**src/rtl/axis_byte_unpacker.sv**
```systemverilog
// axis_byte_unpacker
// Splits each AXI-Stream input word into single-byte AXI-Stream transfers.
// Bytes 0..n-1 of a word are emitted in order, where n is one past the
// highest set TKEEP bit. It also reports the byte length of each completed
// packet and keeps sticky flags for malformed TKEEP usage.
//
// Ports
//   ap_clk, ap_rst       clock, asynchronous active-high reset
//   inStream_*           input word stream (TDATA/TKEEP/TVALID/TREADY/TLAST)
//   outByte_*            output byte stream (TDATA/TVALID/TREADY/TLAST)
//   pkt_len              byte count of the last completed packet
//   pkt_done             one-cycle pulse whenever pkt_len is updated
//   err_keep             sticky: a TKEEP with a hole below its top set bit was seen
//   err_empty_last       sticky: a TLAST word with all-zero TKEEP was seen
module axis_byte_unpacker #(
    parameter int unsigned AXIS_TDATA_WIDTH = 64
) (
    input  logic                            ap_clk,
    input  logic                            ap_rst,
    input  logic [AXIS_TDATA_WIDTH-1:0]     inStream_TDATA,
    input  logic [AXIS_TDATA_WIDTH/8-1:0]   inStream_TKEEP,
    input  logic                            inStream_TVALID,
    output logic                            inStream_TREADY,
    input  logic                            inStream_TLAST,
    output logic [7:0]                      outByte_TDATA,
    output logic                            outByte_TVALID,
    input  logic                            outByte_TREADY,
    output logic                            outByte_TLAST,
    output logic [31:0]                     pkt_len,
    output logic                            pkt_done,
    output logic                            err_keep,
    output logic                            err_empty_last
);

    localparam int unsigned KW = AXIS_TDATA_WIDTH / 8;
    localparam int unsigned NW = $clog2(KW + 1);

    typedef enum logic [0:0] {
        ST_IDLE   = 1'b0,
        ST_UNPACK = 1'b1
    } state_t;

    state_t                        state_q, state_d;
    logic [AXIS_TDATA_WIDTH-1:0]   word_q, word_d;
    logic [NW-1:0]                 n_q, n_d;
    logic [NW-1:0]                 idx_q, idx_d;
    logic                          held_last_q, held_last_d;
    logic                          out_valid_q, out_valid_d;
    logic [7:0]                    out_data_q, out_data_d;
    logic                          out_last_q, out_last_d;
    logic [31:0]                   cnt_q, cnt_d;
    logic [31:0]                   len_q, len_d;
    logic                          done_q, done_d;
    logic                          ek_q, ek_d;
    logic                          ee_q, ee_d;

    logic [NW-1:0]                 in_n;
    logic                          in_hole;
    logic                          in_ready_c;
    logic                          in_hs;
    logic                          out_hs;
    logic                          at_last_byte;
    logic [31:0]                   cnt_inc;

    // Select byte 'sel' of a word.
    function automatic logic [7:0] pick_byte(input logic [AXIS_TDATA_WIDTH-1:0] w,
                                             input logic [NW-1:0]               sel);
        logic [7:0] b;
        b = 8'h00;
        for (int i = 0; i < int'(KW); i++) begin
            if (sel == NW'(i)) begin
                b = w[8*i +: 8];
            end
        end
        return b;
    endfunction

    // TKEEP decode: byte count from the top set bit, and any hole below it.
    always_comb begin
        in_n    = '0;
        in_hole = 1'b0;
        for (int i = int'(KW) - 1; i >= 0; i--) begin
            if (inStream_TKEEP[i]) begin
                if (in_n == '0) begin
                    in_n = NW'(i + 1);
                end
            end else if (in_n != '0) begin
                in_hole = 1'b1;
            end
        end
    end

    // Next-state, datapath and status logic.
    always_comb begin
        state_d      = state_q;
        word_d       = word_q;
        n_d          = n_q;
        idx_d        = idx_q;
        held_last_d  = held_last_q;
        len_d        = len_q;
        done_d       = 1'b0;
        ek_d         = ek_q;
        ee_d         = ee_q;
        in_ready_c   = 1'b0;

        at_last_byte = (idx_q == n_q - NW'(1));

        // Ready in the final-byte cycle lets the next word load with no bubble.
        case (state_q)
            ST_IDLE:   in_ready_c = ~ap_rst;
            ST_UNPACK: in_ready_c = ~ap_rst & outByte_TREADY & at_last_byte;
            default:   in_ready_c = 1'b0;
        endcase

        in_hs  = inStream_TVALID & in_ready_c;
        out_hs = out_valid_q & outByte_TREADY;

        if (out_hs) begin
            if (at_last_byte) begin
                state_d = ST_IDLE;
            end else begin
                idx_d = idx_q + NW'(1);
            end
        end

        if (in_hs) begin
            if (in_hole) begin
                ek_d = 1'b1;
            end
            if (in_n != '0) begin
                word_d      = inStream_TDATA;
                n_d         = in_n;
                held_last_d = inStream_TLAST;
                idx_d       = '0;
                state_d     = ST_UNPACK;
            end else if (inStream_TLAST) begin
                ee_d = 1'b1;
            end
        end

        // Byte counter includes the byte handshaken this cycle.
        cnt_inc = cnt_q + (out_hs ? 32'd1 : 32'd0);
        cnt_d   = cnt_inc;
        if (out_hs && out_last_q) begin
            len_d  = cnt_inc;
            done_d = 1'b1;
            cnt_d  = 32'd0;
        end else if (in_hs && (in_n == '0) && inStream_TLAST && (cnt_inc != 32'd0)) begin
            // Empty TLAST word closes a packet whose bytes carried no TLAST.
            len_d  = cnt_inc;
            done_d = 1'b1;
            cnt_d  = 32'd0;
        end

        out_valid_d = (state_d == ST_UNPACK);
        out_data_d  = pick_byte(word_d, idx_d);
        out_last_d  = out_valid_d & held_last_d & (idx_d == n_d - NW'(1));
    end

    // State and output registers.
    always_ff @(posedge ap_clk or posedge ap_rst) begin
        if (ap_rst) begin
            state_q     <= ST_IDLE;
            word_q      <= '0;
            n_q         <= '0;
            idx_q       <= '0;
            held_last_q <= 1'b0;
            out_valid_q <= 1'b0;
            out_data_q  <= 8'h00;
            out_last_q  <= 1'b0;
            cnt_q       <= 32'd0;
            len_q       <= 32'd0;
            done_q      <= 1'b0;
            ek_q        <= 1'b0;
            ee_q        <= 1'b0;
        end else begin
            state_q     <= state_d;
            word_q      <= word_d;
            n_q         <= n_d;
            idx_q       <= idx_d;
            held_last_q <= held_last_d;
            out_valid_q <= out_valid_d;
            out_data_q  <= out_data_d;
            out_last_q  <= out_last_d;
            cnt_q       <= cnt_d;
            len_q       <= len_d;
            done_q      <= done_d;
            ek_q        <= ek_d;
            ee_q        <= ee_d;
        end
    end

    assign inStream_TREADY = in_ready_c;
    assign outByte_TVALID  = out_valid_q;
    assign outByte_TDATA   = out_data_q;
    assign outByte_TLAST   = out_last_q;
    assign pkt_len         = len_q;
    assign pkt_done        = done_q;
    assign err_keep        = ek_q;
    assign err_empty_last  = ee_q;

endmodule

```
**config.mk**
```make
export PLATFORM = sky130hd
export DESIGN_NAME = axis_byte_unpacker
export DESIGN_NICKNAME = d
export VERILOG_FILES = /design/src/rtl/axis_byte_unpacker.sv
export SDC_FILE = /design/constraint.sdc
export NUM_CORES = 1
export LEC_CHECK = 0
export BUFFER_PORTS_ARGS = -buffer_cell sky130_fd_sc_hd__buf_2
export CAP_MARGIN = 5
export CORE_ASPECT_RATIO = 1.2
export CORE_UTILIZATION = 57
export DETAILED_ROUTE_END_ITERATION = 8
export PLACE_DENSITY = 0.79
export SETUP_SLACK_MARGIN = 0.15
export SYNTH_ARGS = -nofsm -noshare
export SYNTH_HDL_FRONTEND = slang
export SYNTH_SLANG_ARGS = --single-unit
```
**constraint.sdc**
```tcl
create_clock -name ap_clk -period 5.5 [get_ports ap_clk]
set_input_delay 1.1 -clock ap_clk [delete_from_list [all_inputs] [get_ports ap_clk]]
set_output_delay 1.1 -clock ap_clk [all_outputs]
set_load 0.05 [all_outputs]
```
==> flow_summary.toml, run 1 <==
[logic_synthesis]
post_synth_inst_count = 869
synth_enable_flop_cells = 0
distinct_cell_type_count_of_the_synthesized_netlist = 58
synth.net_count = 951
synthSimpleGateAreaFrac_pct = 25.49
mean_area_per_synthesized_cell_um2 = 8.925
yosysTopAreaCellShare_pct = 48.39
ys_dominant_reg_cell = "dfrtp_1"
synth_top_family_by_area = "simple AND/OR/NAND/NOR gates"
yosys_warnings = 0
synth_fa_ha_area_share_pct = 0.8066
synth.cell_area_um2 = 7756
synth-seq-area-share_pct = 48.39
synth_async_sr_flop_share_pct = 100.0
synth-xor-area-share_pct = 5.549
synth.area.mux_share_pct = 3.113
synth.top_cells.by_area = "dfrtp_1 (48%), nand2_1 (13%), o32a_1 (3.6%)"
synthesized_area_fraction_occupied_by_ao_oa_aoi_and_oai_cells_pct = 12.34
library_cell_occupying_the_most_area_in_the_post_synthesis_netlist = "dfrtp_1"
ys_ff_latch = 150

[sta]
timing.final.crit_period_ns = 4.368
setup_violations = 0
final_hold_viol_count = 0
final.period_utilization_pct = 79.41
finalMaxSlewViolations = 0
fin_ws_ns = 1.132
tightest_slew_ns = 1.030
highest_achievable_clock_rate_mhz = 228.9
fin_tns_setup_ns = 0
max_slew_margin_pct = 31.35
skew_ns = 0.007935
hold_ws_ns = 0.4495
rsz0062_at_grt = "no"

[global_routing]
pin_count_of_the_biggest_net_entering_global_routing = 118
grt_first_pass_wirelength_mm = 30.33
grt.total_usage_pct = 28.40
first_global_vias = 6183
antenna_found_initial = 0
grt.overflow.total = 0

[flow_run]
maxCapViolations = 0

[drt]
post_drt_via_cell_ratio = 5.779
number_of_design_rule_violations_left_after_detail_routing = 0
met3WireLength_um = 722
drtAntennaViolNets = 0
m1WireLength_mm = 7.775
initialDrtViolationCount = 371
dr_total_vias = 6611
met2_routed_wirelength_mm = 9.761
detail_route.first_pass.iterations = 5
postRouteWirelength_mm = 19.08
drt-wirelength-per-cell_um = 16.68
highest_layer = "met4"

[die]
design.portCount = 123
floorplan.die.height_um = 129.8
row_count = 46
floorplan.core_area_um2 = 13240
initial_cell_density_of_the_core_pct = 58.59
dieWidth_um = 108.5
fp.dieArea_um2 = 14080

[clock_tree]
post_cts_resized = 0
cts_tree = "built"
cts_hold_repair.buffers = 0
cts-buffers-inserted = 17
insertion_delay_ns = 0.43
numClockSinks = 150
clk_root_buffer_cell = "clkbuf_16"
max-clock-path-buffers = 2
clk_pin_slew_ns = 0.06
deepest_level_of_the_cts_h_tree = 4
cts_setup_buffers = 0

[worst_setup_path]
path_cells = "buf_2, nand2_1, inv_1, ha_1, ha_1, nand4_4, a2111o_1, a2111oi_2, o2111ai_1, nor4_4, nor4b_4, buf_4, o32a_1"
critical_path.endpoint_type = "flop"
critical_path_class = "in -> reg"
critical_path.top_delay_family = "simple AND/OR/NAND/NOR gates"
path_buf_inv = 3
crit_path_start_kind = "primary input"
path_common_cell = "ha_1"
crit_arrival_ns = 4.73
critical-path-slowest-cell = "nor4b_4"
cp_data_required_time_ns = 5.87
crit_path_max_fanout = 13
cp_slowest_stage_delay_ns = 0.62

[placement]
numPlacedInstances = 1112
dp.final_hpwl_mm = 13.14
gpl.final_weighted_congestion = 0.9429
dp_worst_setup_slack_ns = 0.7123
portBuffers = 122

[pwr]
vdd_drop_max_mv = 0.4023
pwr_density_cell_nw_per_um2 = 634.4
total_leakage_power_nw = 4.332

[run_status]
status = "finished clean"

[finish]
layout-drive-gt1-share_pct = 18.95
area_growth_syn_to_layout_pct = 16.55
fin_cells = 1144
diodes = 0
nets = 1045

[worst_hold_path]
min_path_type = "reg -> reg"
-- stage by stage --
stage	total power [W]	instance area [µm²]	util, %
floorplan	0.003850	7756	-
global placement	0.004457	8422	63.62
detailed placement	0.004515	8422	63.62
CTS	0.005737	9040	68.29
global route	0.006063	9040	68.29
finish	0.005735	9040	68.29
-- synthesized netlist by cell type, types with 2 or more instances --
| master | number |
|---|---|
| nand2b_1 | 8 |
| nand2_1 | 270 |
| a211oi_1 | 18 |
| buf_4 | 3 |
| o21a_1 | 2 |
| buf_2 | 18 |
| o21ai_0 | 23 |
| nand4_1 | 10 |
| buf_6 | 2 |
| xnor3_1 | 2 |
| and2_1 | 2 |
| xnor2_1 | 26 |
| inv_1 | 17 |
| or3_1 | 3 |
| or2_2 | 4 |
| mux2i_1 | 23 |
| a22o_1 | 2 |
| nor3_1 | 45 |
| o21bai_1 | 2 |
| nand3_1 | 22 |
| nor2_1 | 34 |
| nor4_1 | 14 |
| buf_1 | 3 |
| and4_1 | 3 |
| dfrtp_1 | 150 |
| a21oi_1 | 16 |
| ha_1 | 5 |
| xor2_1 | 18 |
| a31oi_1 | 9 |
| o32a_1 | 28 |
| o31ai_1 | 6 |
| o22ai_1 | 9 |
| clkbuf_1 | 33 |
| and3_1 | 10 |
| nor2b_1 | 2 |
| a21o_1 | 2 |
| a22oi_1 | 2 |
| a311oi_1 | 2 |
| nor3b_1 | 2 |
-- report_power, final --
| part | internal (W) | switching (W) |
|---|---|---|
| Combinational | 0.000917 | 0.00181 |
| Clock | 0.000749 | 0.000465 |
| Sequential | 0.00153 | 0.000273 |
| Total | 0.00319 | 0.00254 |
-- routing by layer --
metal,vias to the layer above,track usage (%)
met5,-,0
met1,3167,34.69
met3,56,4.845
met2,187,47.80
met4,0,15.66
li1,3201,-
-- kinds of logic after synthesis --
kind of cell / Yosys count
and+or+nand+nor: 438
xor gates and xnor gates: 46
buffers and inverters: 76
muxes: 24
adders and majority gates: 5
AOI/OAI and AO/OA: 130
DFF: 150
-- placed cells by master (no fill, tap or decap), types with 5 or more instances in the layout --
cell type  Yosys  final
a31oi_1        9      9
o22ai_1        9      9
nor2_1        34     34
buf_2         18    122
o31ai_1        6      6
nand2b_1       8      8
ha_1           5      5
nand2_1      270    269
a21oi_1       16     16
nor3_1        45     45
buf_4          3     12
nor4_1        14     14
o32a_1        28     28
inv_1         17     16
xnor2_1       26     25
a211oi_1      18     18
and3_1        10      9
clkbuf_16      0     17
o21ai_0       23     23
mux2i_1       23     23
xor2_1        18     18
dfrtp_1      150    150
nand4_1       10     10
nand3_1       22     22
-- cell type report --
cell class | count | area (µm²)
Fill cell | 1101 | 4198
Sequential cell | 150 | 3754
Multi-Input combinational cell | 643 | 3689
Timing Repair Buffer | 134 | 700.7
Clock buffer | 21 | 470.5
Tap cell | 168 | 210.2
Clock inverter | 11 | 147.6
Inverter | 17 | 68.82
-- worst paths after layout --
kind                            cells past startpoint  slack (ns)            from          end
max in group asynchronous                           3        3.50          ap_rst   word_q[31]
worst min register to register                      1        0.45        err_keep     err_keep
min in group asynchronous                           2        0.94          ap_rst    cnt_q[10]
worst min-delay path                                1        0.45        err_keep     err_keep
worst max-delay path                               13        1.13  outByte_TREADY  pkt_len[19]
worst max register to register                     12        1.46  outByte_TVALID  pkt_len[19]
-- state kept, by name (all words and copies together) (netlist names) --
signal and count:
word_q 64, cnt_q 32, pkt_len 32, outByte_TDATA 8, idx_q 4, n_q 4
err_empty_last 1, err_keep 1, held_last_q 1, outByte_TLAST 1, outByte_TVALID 1, pkt_done 1
No activity file was read; power rests on OpenSTA's default activity.
==> run 2: changes to the inputs <==
Settings changed: CORE_UTILIZATION 57 to 52, PLACE_DENSITY 0.79 to 0.76.
Clock period 5.5 ns to 3.55 ns, I/O delays scaled along.
==> run 2 against run 1 <==
Net effect:
- register-to-register slack worse by 1.1 ns
- largest cell class unchanged
- cell count up 5.4%
- clock power up 48%
==> flow_summary.toml, run 2 (same netlist as run 1, synthesis figures left out) <==
[run_status]
status = "finished clean"

[worst_setup_path]
critical_path.top_delay_family = "compound AO/OA/AOI/OAI gates"
ff2ff_path_depth = 11
critical-path-slowest-cell = "mux2_2"
path_buf_inv = 2
critical_path.endpoint_type = "flop"
crit_arrival_ns = 3.51
cp_data_required_time_ns = 3.84
crit_reg_reg_startpoint = "n_q[0]"
critical_path_class = "reg -> reg"
cp_slowest_stage_delay_ns = 0.49
path_cells = "inv_1, ha_1, xor2_1, and3_1, a21oi_1, buf_4, mux2_2, o21ai_0, a21oi_1, a211oi_1, a211oi_1"
worst-r2r-setup-slack_ns = 0.33
crit_path_max_fanout = 20
worst_r2r_endpoint = "outByte_TDATA[5]"
crit_path_start_kind = "flop"

[sta]
tightest_slew_ns = 0.7093
final.period_utilization_pct = 90.75
highest_achievable_clock_rate_mhz = 310.4
max_slew_margin_pct = 52.72
skew_ns = 0.007514
timing.final.crit_period_ns = 3.222
rsz0062_at_grt = "no"
finalMaxSlewViolations = 0
setup_violations = 0
final_hold_viol_count = 0

[clock_tree]
cts_setup_buffers = 0
numClockSinks = 150
clk_root_buffer_cell = "clkbuf_16"
deepest_level_of_the_cts_h_tree = 4
clk_pin_slew_ns = 0.06
insertion_delay_ns = 0.43
cts-buffers-inserted = 17
post_cts_resized = 0
cts_tree = "built"
max-clock-path-buffers = 2
cts_hold_repair.buffers = 0

[drt]
drtAntennaViolNets = 0
dr_total_vias = 6731
drt-wirelength-per-cell_um = 16.13
initialDrtViolationCount = 338
postRouteWirelength_mm = 19.45
post_drt_via_cell_ratio = 5.581
number_of_design_rule_violations_left_after_detail_routing = 0
detail_route.first_pass.iterations = 5

[die]
design.portCount = 123
fp.dieArea_um2 = 15410
floorplan.core_area_um2 = 14470
row_count = 48
dieWidth_um = 113.5
initial_cell_density_of_the_core_pct = 53.59
floorplan.die.height_um = 135.8

[pwr]
total_leakage_power_nw = 4.501
pwr_density_cell_nw_per_um2 = 962.6
vdd_drop_max_mv = 0.5580
report.power.total_w = 0.009043

[finish]
fin_cells = 1206
most-common-layout-cells = "nand2_1 (268), dfrtp_1 (150), buf_2 (122)"
top_register = "word_q"
area_growth_syn_to_layout_pct = 21.13
nets = 1077
layout.filler_cells = 1248
layout-drive-gt1-share_pct = 22.07
largest_register_ffs = 64
final_core_utilization_pct = 64.91
diodes = 0
most_frequent_standard_cell_in_the_layout_excluding_fill_and_tap_cells = "nand2_1"

[flow_run]
maxCapViolations = 0

[placement]
dp.final_hpwl_mm = 13.59
portBuffers = 122
gpl.final_weighted_congestion = 0.9591
numPlacedInstances = 1176

[global_routing]
grt.total_usage_pct = 26.77
grt.overflow.total = 0
grt_first_pass_wirelength_mm = 31.82
antenna_found_initial = 0
first_global_vias = 6481
pin_count_of_the_biggest_net_entering_global_routing = 100

[worst_hold_path]
min_path_type = "in -> async"
## run 2: worst max-delay path by stage
stage                   start                to  slack, ns  depth (start not counted)
2_1_floorplan  outByte_TVALID       pkt_len[10]       0.18                         13
3_3_place_gp   outByte_TREADY       pkt_len[22]      -0.02                         14
3_5_place_dp   outByte_TREADY       pkt_len[22]      -0.16                         14
4_1_cts        outByte_TREADY        pkt_len[7]       0.27                         14
5_1_grt             cnt_q[15]        pkt_len[6]       0.16                          9
6_report               n_q[0]  outByte_TDATA[5]       0.33                         11
## run 2: power breakdown
part | switching (W) | internal [W] | total, W
sequential | 0.000416 | 0.00236 | 0.00278
clock | 0.000685 | 0.00111 | 0.00179
combinational | 0.00288 | 0.00159 | 0.00447
total | 0.00398 | 0.00506 | 0.00904
## run 2: final cells by class
class / count / area [µm²] / share of cell area, %
clock buffers: 20 / 446.7 / 4.754
clock inverters: 10 / 131.4 / 1.398
flip-flops and latches: 150 / 3754 / 39.95
multi-input cells: 643 / 3730 / 39.70
inverters: 17 / 67.56 / 0.7191
well taps: 200 / 250.2 / 2.663
repair buffers: 166 / 1016 / 10.81
## run 2: layer usage
| layer | GRT usage (%) | share of wire, % | wire length (µm) |
|---|---|---|---|
| met5 | 0 | 0 | 0 |
| met4 | 13.08 | 3.7 | 717 |
| met3 | 5.638 | 4.3 | 834 |
| met2 | 44.92 | 50 | 9810 |
| met1 | 32.79 | 42 | 8086 |
## run 2: through the flow
step                hold WS, ns  TNS, ns  worst slack (ns)  instance area, µm²
floorplan                0.4279        0            0.1787                7775
global placement         0.4428  -0.2276          -0.01734                8787
detailed placement       0.4489   -4.338           -0.1568                8787
CTS                      0.4550        0            0.2738                9365
global route             0.4652        0            0.1621                9395
finish                   0.4590        0            0.3284                9395
## run 2: tightest hold or removal path, delay by kind of cell
family	cells	cell delay, ns
buf+inv	3	0.61
